<file path="src/rtl/miner_nonce_dispatcher.sv">
// Nonce sweep initiator for the miner core: issues one hash per nonce, checks the
// returned digest against the latched target, and stops on hit, exhaustion, abort or watchdog.
module miner_nonce_dispatcher #(
  parameter int NONCE_W  = 32,
  parameter int HASH_W   = 256,
  parameter int WDOG_CYC = 1024
) (
  input  logic               clk,
  input  logic               rst,
  input  logic               start,
  input  logic               abort,
  input  logic [NONCE_W-1:0] nonce_lo,
  input  logic [NONCE_W-1:0] nonce_hi,
  input  logic [HASH_W-1:0]  target,
  input  logic               finished,
  input  logic [HASH_W-1:0]  digest,
  output logic               hash_enable,
  output logic [NONCE_W-1:0] nonce,
  output logic               busy,
  output logic               found,
  output logic [NONCE_W-1:0] found_nonce,
  output logic               exhausted,
  output logic               timeout
);

  localparam int WD_W = (WDOG_CYC > 2) ? $clog2(WDOG_CYC) : 1;
  localparam logic [WD_W-1:0] WD_LAST = WD_W'(WDOG_CYC - 1);

  typedef enum logic [2:0] {
    S_IDLE,
    S_ISSUE,
    S_WAIT,
    S_CHECK,
    S_DONE
  } state_t;

  state_t               state_q;
  logic [NONCE_W-1:0]   nonce_q;
  logic [NONCE_W-1:0]   hi_q;
  logic [NONCE_W-1:0]   found_nonce_q;
  logic [HASH_W-1:0]    target_q;
  logic [WD_W-1:0]      wdog_q;
  logic                 hit_q;
  logic                 hash_enable_q;
  logic                 busy_q;
  logic                 found_q;
  logic                 exhausted_q;
  logic                 timeout_q;

  always_ff @(posedge clk or posedge rst) begin
    if (rst) begin
      state_q       <= S_IDLE;
      nonce_q       <= '0;
      hi_q          <= '0;
      found_nonce_q <= '0;
      target_q      <= '0;
      wdog_q        <= '0;
      hit_q         <= 1'b0;
      hash_enable_q <= 1'b0;
      busy_q        <= 1'b0;
      found_q       <= 1'b0;
      exhausted_q   <= 1'b0;
      timeout_q     <= 1'b0;
    end else begin
      found_q     <= 1'b0;
      exhausted_q <= 1'b0;
      timeout_q   <= 1'b0;
      if (abort) begin
        state_q       <= S_IDLE;
        hash_enable_q <= 1'b0;
        busy_q        <= 1'b0;
      end else begin
        case (state_q)
          S_IDLE: begin
            if (start) begin
              hi_q     <= nonce_hi;
              target_q <= target;
              nonce_q  <= nonce_lo;
              if (nonce_lo > nonce_hi) begin
                exhausted_q <= 1'b1;
              end else begin
                state_q <= S_ISSUE;
                busy_q  <= 1'b1;
              end
            end
          end
          S_ISSUE: begin
            hash_enable_q <= 1'b1;
            wdog_q        <= '0;
            state_q       <= S_WAIT;
          end
          S_WAIT: begin
            // finished takes precedence over a watchdog expiring in the same cycle
            if (finished) begin
              hit_q         <= (digest < target_q);
              hash_enable_q <= 1'b0;
              state_q       <= S_CHECK;
            end else if (wdog_q == WD_LAST) begin
              hash_enable_q <= 1'b0;
              timeout_q     <= 1'b1;
              busy_q        <= 1'b0;
              state_q       <= S_IDLE;
            end else begin
              wdog_q <= wdog_q + 1'b1;
            end
          end
          S_CHECK: begin
            if (hit_q) begin
              found_nonce_q <= nonce_q;
              found_q       <= 1'b1;
              busy_q        <= 1'b0;
              state_q       <= S_DONE;
            end else if (nonce_q == hi_q) begin
              // equality stop keeps an all-ones upper bound from wrapping to zero
              exhausted_q <= 1'b1;
              busy_q      <= 1'b0;
              state_q     <= S_DONE;
            end else begin
              nonce_q <= nonce_q + 1'b1;
              state_q <= S_ISSUE;
            end
          end
          S_DONE:  state_q <= S_IDLE;
          default: state_q <= S_IDLE;
        endcase
      end
    end
  end

  assign hash_enable = hash_enable_q;
  assign nonce       = nonce_q;
  assign busy        = busy_q;
  assign found       = found_q;
  assign found_nonce = found_nonce_q;
  assign exhausted   = exhausted_q;
  assign timeout     = timeout_q;

endmodule

</file>
<file path="config.mk">
export PLATFORM = sky130hd
export DESIGN_NAME = miner_nonce_dispatcher
export DESIGN_NICKNAME = d
export VERILOG_FILES = /design/src/rtl/miner_nonce_dispatcher.sv
export SDC_FILE = /design/constraint.sdc
export NUM_CORES = 1
export LEC_CHECK = 0
export BUFFER_PORTS_ARGS = -buffer_cell sky130_fd_sc_hd__buf_2
export CAP_MARGIN = 30
export CORE_AREA = 2 2 254 256
export CTS_CLUSTER_SIZE = 28
export DETAILED_ROUTE_END_ITERATION = 8
export DIE_AREA = 0 0 256 258
export GPL_TIMING_DRIVEN = 0
export PLACE_DENSITY = 0.58
export SYNTH_ARGS = -nofsm -noshare
export SYNTH_HDL_FRONTEND = slang
export SYNTH_SLANG_ARGS = --single-unit
</file>
<file path="constraint.sdc">
create_clock -name clk -period 36.9 [get_ports clk]
set_clock_uncertainty 0.2 [all_clocks]
set_input_delay 3.69 -clock clk [delete_from_list [all_inputs] [get_ports clk]]
set_output_delay 3.69 -clock clk [all_outputs]
set_load 0.02 [all_outputs]
</file>
==> impl_metrics.py <==
metrics = {
    "pwr": {
        "p_sw_w": 0.000559,
        "powerDensity_mw_per_mm2": 56.1,
        "power.internal_w": 0.00101,
        "power.share.clock": 0.293,
        "power.leakage_nw": 14.2,
        "vdd_drop_max_mv": 0.0315,
        "power_frac_seq": 0.371,
        "total_power_w": 0.00157,
        "combPwrFrac": 0.336,
        "sw_frac_of_total": 0.357,
    },
    "floorplanning": {
        "initial_core_util": 0.345,
        "fp.dieW_um": 256,
        "core-area_mm2": 0.0636,
        "io_pins": 650,
        "dieArea_mm2": 0.0660,
        "num_rows": 93,
        "chipHeight_um": 258,
    },
    "detailed_routing": {
        "drt_pre_antenna_iters": 5,
        "dr_total_vias": 20200,
        "drt-initial-drc-count": 1406,
        "via_per_inst": 4.96,
        "drc": 0,
        "postRouteAntennaNets": 0,
        "wl_per_cell_um": 20.0,
        "wl_mm": 81.4,
    },
    "synth": {
        "synth-edff-count": 0,
        "syn_inst": 2462,
        "synth_cell_types": 70,
        "ys_seq_area_frac": 0.423,
        "avgSynthCellArea_um2": 8.91,
        "ys_ff_latch": 371,
        "synth_nets": 3332,
        "synthFlopType": "dfrtp_1",
        "async_reset_ff_frac": 1.00,
        "syn_area_mm2": 0.0219,
        "yosys_warnings": 0,
    },
    "clocking": {
        "post_cts_buffers": 0,
        "post_cts_resized": 0,
        "cts_sinks": 371,
        "clk_latency_ps": 580,
        "clk_pin_slew_ps": 60,
        "cts_root_buf": "clkbuf_16",
        "h-tree-depth": 2,
        "cts_buffers": 46,
        "cts_tree": "done",
        "cts_hold_buf": 0,
        "clockBufferDepth": 3,
    },
    "setup_path": {
        "cp.buffers_inverters": 1,
        "setup.worst_path.class": "in2reg",
        "cp_cell_sequence": "buf_2, ha_1, a21o_1, a21o_1, a221oi_1, o21ai_0, a211oi_1, a21boi_0, o31a_1",
        "slowest_stage": "a211oi_1",
        "critPathLaunch": "digest[93]",
        "arrival_ps": 6500,
        "cpPeakStageDelay_ps": 700,
        "r2r_setup_slack_ps": 33550,
        "required_ps": 37200,
        "crit_family": "compound AO/OA/AOI/OAI gates",
        "r2r-start": "target_q[93]",
        "crit_path_max_fanout": 2,
        "end_kind": "flop",
        "crit_path_frequent_cell": "a21o_1",
        "start_kind": "input port",
    },
    "place": {
        "dp_hpwl_mm": 66.0,
        "dp_slack_ps": 30050,
        "numPortBuffers": 649,
        "gp_congestion": 0.925,
        "dp_cells": 3970,
    },
    "timing": {
        "rsz0062_at_grt": "no",
        "max_freq_mhz": 161,
        "layout_setup_ws_ps": 30700,
        "setup_viol": 0,
        "finalCritPeriodShare": 0.168,
        "tns_ps": 0,
        "slew_violations": 0,
        "hold_viol_final": 0,
        "maxSlewHeadroom": 0.353,
        "timing.hold.ws_ps": 268,
        "worst_pin_slew_ps": 962,
        "post-route-min-period_ps": 6200,
    },
    "worst_hold_path": {
        "hold_class": "reg2reg",
        "hold_start": "found_nonce[21]",
    },
    "finish": {
        "layout-drive-gt1-share": 0.260,
        "final_common_cell": "buf_2",
        "nets": 4033,
        "layout_common_cells": "buf_2, nand2_1, dfrtp_1",
        "area_growth_pct": 27.3,
        "stdcell_count": 4080,
        "n_fill_cell": 6410,
    },
    "global_routing": {
        "grt_max_degree": 117,
        "grtUsageTotal": 0.240,
        "grt_pass1_wl_mm": 121,
        "grt_pass1_vias": 20000,
        "grt_overflow": 0,
        "antenna_found_initial": 54,
    },
    "outcome": {
        "status": "complete, no violations",
    },
    "flow_run": {
        "cap_violations": 0,
    },
}
worst min-delay path: cells and delay by family, from the launching register on:
family	cells	cell delay, ps
flops	1	340
simple gates	2	100
worst paths after layout:
check	end	cells past startpoint
min in group asynchronous	target_q[100]	2
min	found_nonce[21]	2
min reg2reg	found_nonce[21]	2
max	hit_q	9
max reg2reg	hit_q	9
max in group asynchronous	target_q[229]	4
power by group through the flow:
| stage | combinational, W | sequential (W) | clock (W) |
|---|---|---|---|
| final | 0.000527 | 0.000580 | 0.000459 |
| after global routing | 0.000600 | 0.000592 | 0.000488 |
| after CTS | 0.000530 | 0.000579 | 0.000470 |
| after detailed placement | 0.000526 | 0.000586 | 0 |
| after global placement | 0.000517 | 0.000585 | 0 |
| after floorplan | 0.000329 | 0.000596 | 0 |
cells in the mapped netlist, drive strengths merged, types with 2 or more instances:
| cell type | number | area share |
|---|---|---|
| and4 | 11 | 0.0045 |
| o22ai | 14 | 0.0040 |
| nor4 | 18 | 0.0067 |
| a2111oi | 3 | 0.0015 |
| nor3b | 3 | 0.0010 |
| nand4 | 65 | 0.019 |
| xnor2 | 33 | 0.013 |
| a311o | 2 | 0.00091 |
| a21o | 42 | 0.014 |
| dfrtp | 371 | 0.42 |
| o2111ai | 3 | 0.0012 |
| o211ai | 7 | 0.0024 |
| nor3 | 18 | 0.0046 |
| a21oi | 155 | 0.036 |
| and3 | 10 | 0.0029 |
| a211oi | 8 | 0.0030 |
| ha | 289 | 0.16 |
| inv | 302 | 0.052 |
| nor2b | 9 | 0.0026 |
| buf | 50 | 0.012 |
| o221a | 2 | 0.0010 |
| o21ai | 337 | 0.077 |
| nand2b | 8 | 0.0023 |
| a21boi | 2 | 0.00068 |
| a2bb2oi | 5 | 0.0020 |
| clkbuf | 42 | 0.0072 |
| nand2 | 452 | 0.077 |
| a221oi | 9 | 0.0036 |
| xor2 | 3 | 0.0012 |
| and2 | 4 | 0.0011 |
| nor2 | 47 | 0.0083 |
| or4 | 4 | 0.0014 |
| o21a | 8 | 0.0027 |
| mux2 | 33 | 0.017 |
| or3 | 6 | 0.0017 |
| a31oi | 6 | 0.0017 |
| nand3 | 54 | 0.013 |
| a211o | 6 | 0.0024 |
| a221o | 4 | 0.0018 |
| or2 | 3 | 0.00086 |
cells by family after synthesis:
group	share of synthesized area
compound gates	0.161
simple gates	0.148
mux	0.0174
xor+xnor	0.0144
fa+ha+maj	0.165
flops	0.423
buf+inv	0.0713
stage by stage:
| stage | instance area [um2] | utilization |
|---|---|---|
| finish | 27900 | 0.439 |
| CTS | 27900 | 0.438 |
| global route | 27900 | 0.438 |
| detailed placement | 26300 | 0.414 |
| global placement | 26300 | 0.412 |
| floorplan | 21900 | - |
cell type report:
cell class / count / area [um2] / area share
diodes: 26 / 65.1 / 0.00233
plain buffers: 92 / 430 / 0.0154
clock buffers: 74 / 1440 / 0.0515
clock inverters: 10 / 78.8 / 0.00282
inverters: 302 / 1140 / 0.0409
multi-input cells: 1697 / 11100 / 0.397
flip-flops and latches: 371 / 9280 / 0.332
well taps: 855 / 1070 / 0.0383
repair buffers: 653 / 3330 / 0.119
flip-flops by register name (all words and copies together) (netlist names):
name / cells
hi_q: 32
wdog_q: 10
hit_q: 1
state_q: 3
exhausted: 1
found: 1
busy: 1
found_nonce: 32
hash_enable: 1
timeout: 1
target_q: 256
nonce: 32
routing by layer:
layer  part of all wire  GRT usage
met3              0.078     0.0695
met4              0.023     0.0570
met1               0.42      0.303
met2               0.48      0.405
met5             0.0042          0
Note: power is estimated with default switching activity, not from simulation.
